**config.mk**
```make
export PLATFORM = sky130hd
export DESIGN_NAME = bus_master_port_flat
export DESIGN_NICKNAME = d
export VERILOG_FILES = /design/src/rtl/bus_pkg.sv /design/src/rtl/bus_master_port_if.sv /design/src/rtl/bus_master_port.sv /design/src/flat_wrapper.sv
export SDC_FILE = /design/constraint.sdc
export NUM_CORES = 1
export LEC_CHECK = 0
export CAP_MARGIN = 20
export CORE_ASPECT_RATIO = 0.5
export CORE_MARGIN = 2
export CORE_UTILIZATION = 41
export CTS_CLUSTER_SIZE = 28
export DETAILED_ROUTE_END_ITERATION = 6
export HOLD_SLACK_MARGIN = 0.12
export PLACE_DENSITY_LB_ADDON = 0.25
export SLEW_MARGIN = 20
export SYNTH_ARGS = -nofsm -noshare
export SYNTH_HDL_FRONTEND = slang
export SYNTH_SLANG_ARGS = --single-unit
```
**constraint.sdc**
```tcl
create_clock -name CLK -period 1.6 [get_ports CLK]
set_clock_uncertainty 0.05 [all_clocks]
set_input_delay 0.32 -clock CLK [delete_from_list [all_inputs] [get_ports CLK]]
set_output_delay 0.32 -clock CLK [all_outputs]
set_load 0.02 [all_outputs]
```
**src/rtl/bus_pkg.sv**
```systemverilog
// Shared bus definitions: HRESP encodings and the master-port FSM state type,
// for reuse by the arbiter, slaves and masters.
package bus_pkg;

    typedef enum logic [1:0] {
        RESP_OKAY  = 2'b00,
        RESP_ERROR = 2'b01,
        RESP_RETRY = 2'b10,
        RESP_SPLIT = 2'b11
    } hresp_t;

    typedef enum logic [1:0] {
        ST_IDLE,
        ST_REQ,
        ST_ADDR,
        ST_DATA
    } bus_state_t;

endpackage

```
**src/rtl/bus_master_port_if.sv**
```systemverilog
// Local command/response handshake plus arbitrated bus signals of one master port.
interface bus_master_port_if #(
    parameter int ADDR_W = 16,
    parameter int DATA_W = 8
);
    logic              cmd_valid;
    logic              cmd_ready;
    logic              cmd_write;
    logic              cmd_lock;
    logic [ADDR_W-1:0] cmd_addr;
    logic [DATA_W-1:0] cmd_wdata;
    logic              rsp_valid;
    logic              rsp_err;
    logic [DATA_W-1:0] rsp_rdata;
    logic              HREQ;
    logic              HLOCK;
    logic              HGRANT;
    logic              HTRANS;
    logic [ADDR_W-1:0] HADDR;
    logic              HWRITE;
    logic [DATA_W-1:0] HWDATA;
    logic [DATA_W-1:0] HRDATA;
    logic              HREADY;
    logic [1:0]        HRESP;

    modport master (
        input  cmd_valid, cmd_write, cmd_lock, cmd_addr, cmd_wdata,
        output cmd_ready, rsp_valid, rsp_err, rsp_rdata,
        output HREQ, HLOCK, HTRANS, HADDR, HWRITE, HWDATA,
        input  HGRANT, HRDATA, HREADY, HRESP
    );

    modport slave (
        output cmd_valid, cmd_write, cmd_lock, cmd_addr, cmd_wdata,
        input  cmd_ready, rsp_valid, rsp_err, rsp_rdata,
        input  HREQ, HLOCK, HTRANS, HADDR, HWRITE, HWDATA,
        output HGRANT, HRDATA, HREADY, HRESP
    );
endinterface

```
**src/rtl/bus_master_port.sv**
```systemverilog
// Single-command bus master: requests the bus, runs one address/data transfer,
// handles RETRY/SPLIT responses and returns a registered one-cycle completion.
module bus_master_port
    import bus_pkg::*;
#(
    parameter int ADDR_W    = 16,
    parameter int DATA_W    = 8,
    parameter int MAX_RETRY = 4
) (
    input  logic              CLK,
    input  logic              RST,
    bus_master_port_if.master bus
);
    localparam int CNT_W = $clog2(MAX_RETRY + 1);

    bus_state_t        state_reg, state_next;
    logic              write_reg, write_next;
    logic              lock_reg, lock_next;
    logic [ADDR_W-1:0] addr_reg, addr_next;
    logic [DATA_W-1:0] wdata_reg, wdata_next;
    logic [CNT_W-1:0]  retry_reg, retry_next;
    logic [CNT_W-1:0]  retry_inc;
    logic              rsp_valid_reg, rsp_valid_next;
    logic              rsp_err_reg, rsp_err_next;
    logic [DATA_W-1:0] rsp_rdata_reg, rsp_rdata_next;
    logic              accept;

    // The completion pulse lands in IDLE, so acceptance is held off for that cycle.
    assign bus.cmd_ready = (state_reg == ST_IDLE) && !rsp_valid_reg && !RST;
    assign accept        = bus.cmd_valid && bus.cmd_ready;
    assign retry_inc     = retry_reg + 1'b1;

    always_ff @(posedge CLK) begin
        if (RST) begin
            state_reg     <= ST_IDLE;
            write_reg     <= 1'b0;
            lock_reg      <= 1'b0;
            addr_reg      <= '0;
            wdata_reg     <= '0;
            retry_reg     <= '0;
            rsp_valid_reg <= 1'b0;
            rsp_err_reg   <= 1'b0;
            rsp_rdata_reg <= '0;
        end else begin
            state_reg     <= state_next;
            write_reg     <= write_next;
            lock_reg      <= lock_next;
            addr_reg      <= addr_next;
            wdata_reg     <= wdata_next;
            retry_reg     <= retry_next;
            rsp_valid_reg <= rsp_valid_next;
            rsp_err_reg   <= rsp_err_next;
            rsp_rdata_reg <= rsp_rdata_next;
        end
    end

    always_comb begin
        state_next     = state_reg;
        write_next     = write_reg;
        lock_next      = lock_reg;
        addr_next      = addr_reg;
        wdata_next     = wdata_reg;
        retry_next     = retry_reg;
        rsp_valid_next = 1'b0;
        rsp_err_next   = 1'b0;
        rsp_rdata_next = '0;
        case (state_reg)
            ST_IDLE: begin
                if (accept) begin
                    write_next = bus.cmd_write;
                    lock_next  = bus.cmd_lock;
                    addr_next  = bus.cmd_addr;
                    wdata_next = bus.cmd_wdata;
                    retry_next = '0;
                    state_next = ST_REQ;
                end
            end
            ST_REQ: begin
                if (bus.HGRANT) state_next = ST_ADDR;
            end
            ST_ADDR: begin
                state_next = bus.HGRANT ? ST_DATA : ST_REQ;
            end
            ST_DATA: begin
                // SPLIT takes effect even while the slave still holds HREADY low.
                if (bus.HRESP == RESP_SPLIT) begin
                    state_next = ST_REQ;
                end else if (bus.HREADY) begin
                    if (bus.HRESP == RESP_OKAY) begin
                        rsp_valid_next = 1'b1;
                        rsp_rdata_next = write_reg ? '0 : bus.HRDATA;
                        state_next     = ST_IDLE;
                    end else if (bus.HRESP == RESP_ERROR) begin
                        rsp_valid_next = 1'b1;
                        rsp_err_next   = 1'b1;
                        state_next     = ST_IDLE;
                    end else begin
                        retry_next = retry_inc;
                        if (retry_inc == CNT_W'(MAX_RETRY)) begin
                            rsp_valid_next = 1'b1;
                            rsp_err_next   = 1'b1;
                            state_next     = ST_IDLE;
                        end else begin
                            state_next = ST_ADDR;
                        end
                    end
                end
            end
            default: state_next = ST_IDLE;
        endcase
    end

    assign bus.HREQ      = (state_reg != ST_IDLE);
    assign bus.HLOCK     = (state_reg != ST_IDLE) && lock_reg;
    assign bus.HTRANS    = (state_reg == ST_ADDR);
    assign bus.HADDR     = (state_reg == ST_ADDR || state_reg == ST_DATA) ? addr_reg : '0;
    assign bus.HWRITE    = (state_reg == ST_ADDR || state_reg == ST_DATA) && write_reg;
    assign bus.HWDATA    = (state_reg == ST_DATA && write_reg) ? wdata_reg : '0;
    assign bus.rsp_valid = rsp_valid_reg;
    assign bus.rsp_err   = rsp_err_reg;
    assign bus.rsp_rdata = rsp_rdata_reg;

endmodule

```
**src/flat_wrapper.sv**
```systemverilog
// flat-port wrapper written by rule: the top's interface ports become plain ports
module bus_master_port_flat import bus_pkg::*;
#(
    parameter int ADDR_W    = 16,
    parameter int DATA_W    = 8,
    parameter int MAX_RETRY = 4
)
  (CLK, RST, bus_cmd_valid, bus_cmd_write, bus_cmd_lock, bus_cmd_addr, bus_cmd_wdata, bus_cmd_ready, bus_rsp_valid, bus_rsp_err, bus_rsp_rdata, bus_HREQ, bus_HLOCK, bus_HTRANS, bus_HADDR, bus_HWRITE, bus_HWDATA, bus_HGRANT, bus_HRDATA, bus_HREADY, bus_HRESP);
  bus_master_port_if #(.ADDR_W(ADDR_W), .DATA_W(DATA_W)) bus_i ();
  input  logic CLK;
  input  logic RST;
  input wire logic [$bits(bus_i.cmd_valid)-1:0] bus_cmd_valid;
  input wire logic [$bits(bus_i.cmd_write)-1:0] bus_cmd_write;
  input wire logic [$bits(bus_i.cmd_lock)-1:0] bus_cmd_lock;
  input wire logic [$bits(bus_i.cmd_addr)-1:0] bus_cmd_addr;
  input wire logic [$bits(bus_i.cmd_wdata)-1:0] bus_cmd_wdata;
  output wire logic [$bits(bus_i.cmd_ready)-1:0] bus_cmd_ready;
  output wire logic [$bits(bus_i.rsp_valid)-1:0] bus_rsp_valid;
  output wire logic [$bits(bus_i.rsp_err)-1:0] bus_rsp_err;
  output wire logic [$bits(bus_i.rsp_rdata)-1:0] bus_rsp_rdata;
  output wire logic [$bits(bus_i.HREQ)-1:0] bus_HREQ;
  output wire logic [$bits(bus_i.HLOCK)-1:0] bus_HLOCK;
  output wire logic [$bits(bus_i.HTRANS)-1:0] bus_HTRANS;
  output wire logic [$bits(bus_i.HADDR)-1:0] bus_HADDR;
  output wire logic [$bits(bus_i.HWRITE)-1:0] bus_HWRITE;
  output wire logic [$bits(bus_i.HWDATA)-1:0] bus_HWDATA;
  input wire logic [$bits(bus_i.HGRANT)-1:0] bus_HGRANT;
  input wire logic [$bits(bus_i.HRDATA)-1:0] bus_HRDATA;
  input wire logic [$bits(bus_i.HREADY)-1:0] bus_HREADY;
  input wire logic [$bits(bus_i.HRESP)-1:0] bus_HRESP;
  assign bus_i.cmd_valid = bus_cmd_valid;
  assign bus_i.cmd_write = bus_cmd_write;
  assign bus_i.cmd_lock = bus_cmd_lock;
  assign bus_i.cmd_addr = bus_cmd_addr;
  assign bus_i.cmd_wdata = bus_cmd_wdata;
  assign bus_cmd_ready = bus_i.cmd_ready;
  assign bus_rsp_valid = bus_i.rsp_valid;
  assign bus_rsp_err = bus_i.rsp_err;
  assign bus_rsp_rdata = bus_i.rsp_rdata;
  assign bus_HREQ = bus_i.HREQ;
  assign bus_HLOCK = bus_i.HLOCK;
  assign bus_HTRANS = bus_i.HTRANS;
  assign bus_HADDR = bus_i.HADDR;
  assign bus_HWRITE = bus_i.HWRITE;
  assign bus_HWDATA = bus_i.HWDATA;
  assign bus_i.HGRANT = bus_HGRANT;
  assign bus_i.HRDATA = bus_HRDATA;
  assign bus_i.HREADY = bus_HREADY;
  assign bus_i.HRESP = bus_HRESP;
  bus_master_port #(.ADDR_W(ADDR_W), .DATA_W(DATA_W), .MAX_RETRY(MAX_RETRY)) u_core (.CLK(CLK), .RST(RST), .bus(bus_i));
endmodule
```
==> summary.txt <==
Worst setup path
  – FF-to-FF path depth: 8
  – Max incr delay on CP: 340 ps
  – R2r endpoint: u_core.addr_reg[9]
  – Critical path capture point type: output pin
  – CP delay by family, top: flip-flops
  – Critical path origin: u_core.state_reg[0]
  – Crit-path cells: buf_6 > nor4_4 > buf_4
  – Crit-path max FO: 4
  – Slowest-stage cell, CP: dfxtp_2
  – Kind of critical path: reg -> out
  – R2r setup slk: 0 ps
  – CP Launch Type: flop
  – Critical Path AT: 1250 ps
  – Worst EP required: 1230 ps
  – Bufs and invs on worst path: 2
  – Worst Setup EP: bus_cmd_ready
  – Critical Path Stages: 3
  – Worst reg2reg path startpoint: u_core.state_reg[0]

Synth
  – Synth top area cells: dfxtp_1 48%, and2_1 13%, nand2_1 12%, a21oi_1 8.7%, clkbuf_1 2.2%
  – Yosys top cell area share: 47.5%
  – Compound-Gate Fraction of Synth Area: 11.9%
  – Post-Syn Area: 0.00173 sq mm
  – FF+latch count, synth: 41
  – Syn Area/Cell: 8.22 sq um
  – Distinct cells, synth: 28
  – Post-synthesis xor/xnor area fraction: 0.507%
  – YS warnings: 0
  – Yosys top cell by area: dfxtp_1
  – Post-synthesis sequential area ratio: 47.5%
  – Largest family of logic cells by synthesized area: simple AND/OR/NAND/NOR gates
  – Syn Inst Count: 210
  – Mux cell area share after synthesis: 1.30%
  – Synth Area in Simple Gates: 32.2%
  – Syn Nets: 253
  – Synth Area in Adders: 1.45%

Timing
  – Final Slew Violations: 0
  – Final hold vios: 0
  – Worst rel slew slack: 83.2%
  – Tightest Pin Transition: 250 ps
  – Worst setup margin: -19.4 ps
  – Crit path time final: 1620 ps
  – Setup TNS: -19.4 ps
  – Unrepaired setup endpoints after global routing: true
  – Tcrit/Tclk final: 101%
  – Fmax: 618 MHz
  – Final Setup Violations: 1

Place
  – Hpwl dp: 3120 microns
  – DP Cell Count: 345
  – PortBufs: 79
  – Global placement routability congestion: 0.716
  – Placed Area: 0.00264 sq mm

Cells and area
  – FILL cells: 296
  – Final nets: 347
  – Post-route design area: 0.00300 sq mm
  – N_diodes: 0
  – Layout cells sized above 1: 32.8%
  – Max FFs per register: 16
  – Layout area overhead: 73.8%
  – Finished Layout Cells: 359
  – Util after Layout: 75.7%

Global route
  – Initial antenna violation count: 0
  – GRT Residual Overflow: 0
  – Vias in the first global route: 1,703
  – Largest net degree at the start of global routing: 33
  – First-pass GRT wire length: 7380 microns
  – Gr usage total: 19.6%

Run status
  – Run status: complete, but fails checks
  – Violated checks: negative setup slack

Clock tree
  – Worst skew pair latency: 290 ps
  – CTS tree: built
  – Worst-path clk slew: 70 ps
  – Clk sinks: 41
  – # H-tree levels: 2
  – CTS Buf Count: 5
  – Clk buf depth: 2
  – Clock root buffer: clkbuf_8

Routing
  – Via density: 4.88
  – # DRC: 0
  – DR WL/cell: 13.5 microns
  – Detail Route Antenna Nets: 0
  – Vias: 1,753
  – Drt total wl: 4850 microns
  – Pre-Repair DR Iteration Count: 4
  – Initial DRC count: 98

Die
  – Initial Util: 43.6%
  – Die area: 0.00478 sq mm
  – Core Box Area: 0.00396 sq mm
  – Die Y: 49.9 microns
  – Die width: 95.8 microns
  – Row cnt: 16
  – IO Pins: 80

Run
  – Max-Cap Viols: 0

Pwr
  – Sequential power share: 46.6%
  – Switching Share: 23.1%
  – Clock share of power: 36.7%
  – VDD IR max: 0.455 mV
  – P_int: 1.78 mW
  – Share of total power in combinational logic: 16.7%
  – Leakage: 1.38 nW
  – Net Sw Power: 0.535 mW
  – PD cells: 773 mW/mm^2

Min path
  – Path category of the worst min-delay check: reg -> reg
## synthesized netlist by cell type
cell type	instances
buf_2	1
mux2_2	2
nand3_1	1
nor4_4	1
xor2_1	1
buf_4	1
clkbuf_1	10
and3_1	1
a221oi_1	1
inv_1	1
nor2_1	5
nor4_2	1
dfxtp_1	41
and2_1	35
buf_6	3
or2_2	1
ha_1	2
o21a_1	1
a21oi_1	30
and4b_1	1
a31oi_1	1
nand4b_1	1
a311oi_1	2
o21ai_0	3
nand2_1	57
nor3_1	3
nand3b_1	1
nor2b_1	2
## what timing repair did
item / CTS / global route
hold buffers: 0 / 0
buffers inserted: 1 / 1
pin swaps: 1 / 20
gates resized for setup: 119 / 89
endpoints found under the hold margin: 0 / 0
cloned: 1 / 3
setup endpoints to repair: 65 / 65
## area by class of cell
class | instances | area (sq um) | share of cell area, %
timing repair buffer | 102 | 1020 | 34.0
clock buffer | 7 | 86.3 | 2.88
tap | 54 | 67.6 | 2.25
multi-input combinational | 153 | 968 | 32.3
clock inverter | 1 | 30.0 | 1.00
inverter | 1 | 3.75 | 0.125
sequential | 41 | 823 | 27.4
## power by group through the flow
stage	clock network (mW)	registers [mW]	logic [mW]
after floorplan	0	1.09	0.137
after global placement	0	1.09	0.294
after detailed placement	0	1.10	0.301
after CTS	0.869	1.07	0.311
after global routing	0.926	1.09	0.413
final	0.851	1.08	0.387
## layer usage
layer  part of all wire, %  up-vias  routed length [microns]  track usage (%)
met2                    49       51                     2360             33.7
met4                  0.58        0                       28             5.00
met1                    44      820                     2130             23.8
met3                   6.7        4                      326             6.27
met5                     0        -                        0                0
li1                      -      878                        -                -
## tightest hold or removal path, cell delays in order (launching register included)
cell and delay [ps]:
dfxtp_1 310, nand2_1 50, a21oi_1 50
## worst min-delay path by stage
stage | startpoint | to | slack (ps) | cells after the start
CTS | u_core.addr_reg[2] | u_core.addr_reg[2] | 410 | 2
finish | u_core.addr_reg[2] | u_core.addr_reg[2] | 400 | 2
floorplan | u_core.addr_reg[0] | u_core.addr_reg[0] | 380 | 2
global route | u_core.addr_reg[13] | u_core.addr_reg[13] | 430 | 2
global placement | u_core.wdata_reg[5] | u_core.wdata_reg[5] | 390 | 2
detailed placement | u_core.addr_reg[2] | u_core.addr_reg[2] | 390 | 2
## cell families (layout without fill, tap and decap cells)
kind of cell | Yosys count | after routing
buffers and inverters | 16 | 111
adder cells (fa/ha/maj) | 2 | 2
multiplexers | 2 | 2
XOR/XNOR | 1 | 1
AO/OA/AOI/OAI | 38 | 38
flip-flops | 41 | 41
AND/OR/NAND/NOR | 110 | 110
## stage by stage
| step | setup WS (ps) | hold slack (ps) | power [mW] |
|---|---|---|---|
| after floorplan | 2.11 | 382 | 1.23 |
| after global placement | -389 | 388 | 1.39 |
| after detailed placement | -404 | 395 | 1.40 |
| after CTS | -34.4 | 405 | 2.25 |
| after global routing | -70.4 | 427 | 2.42 |
| final | -19.4 | 404 | 2.32 |
## cells in the final DEF, fill, tap and decap left out, types with 4 or more instances in the layout
cell type and n:
a21oi_1 21, nand2_2 11, a21oi_2 9, dfxtp_1 39, buf_4 17, clkbuf_8 6
clkdlybuf4s50_1 40, nand2_1 38, nand2_4 7, clkbuf_2 4, nor2_1 5, buf_6 17
and2_4 5, dlymetal6s2s_1 8, and2_1 30, buf_2 7
Note: power is estimated with default switching activity, not from simulation.
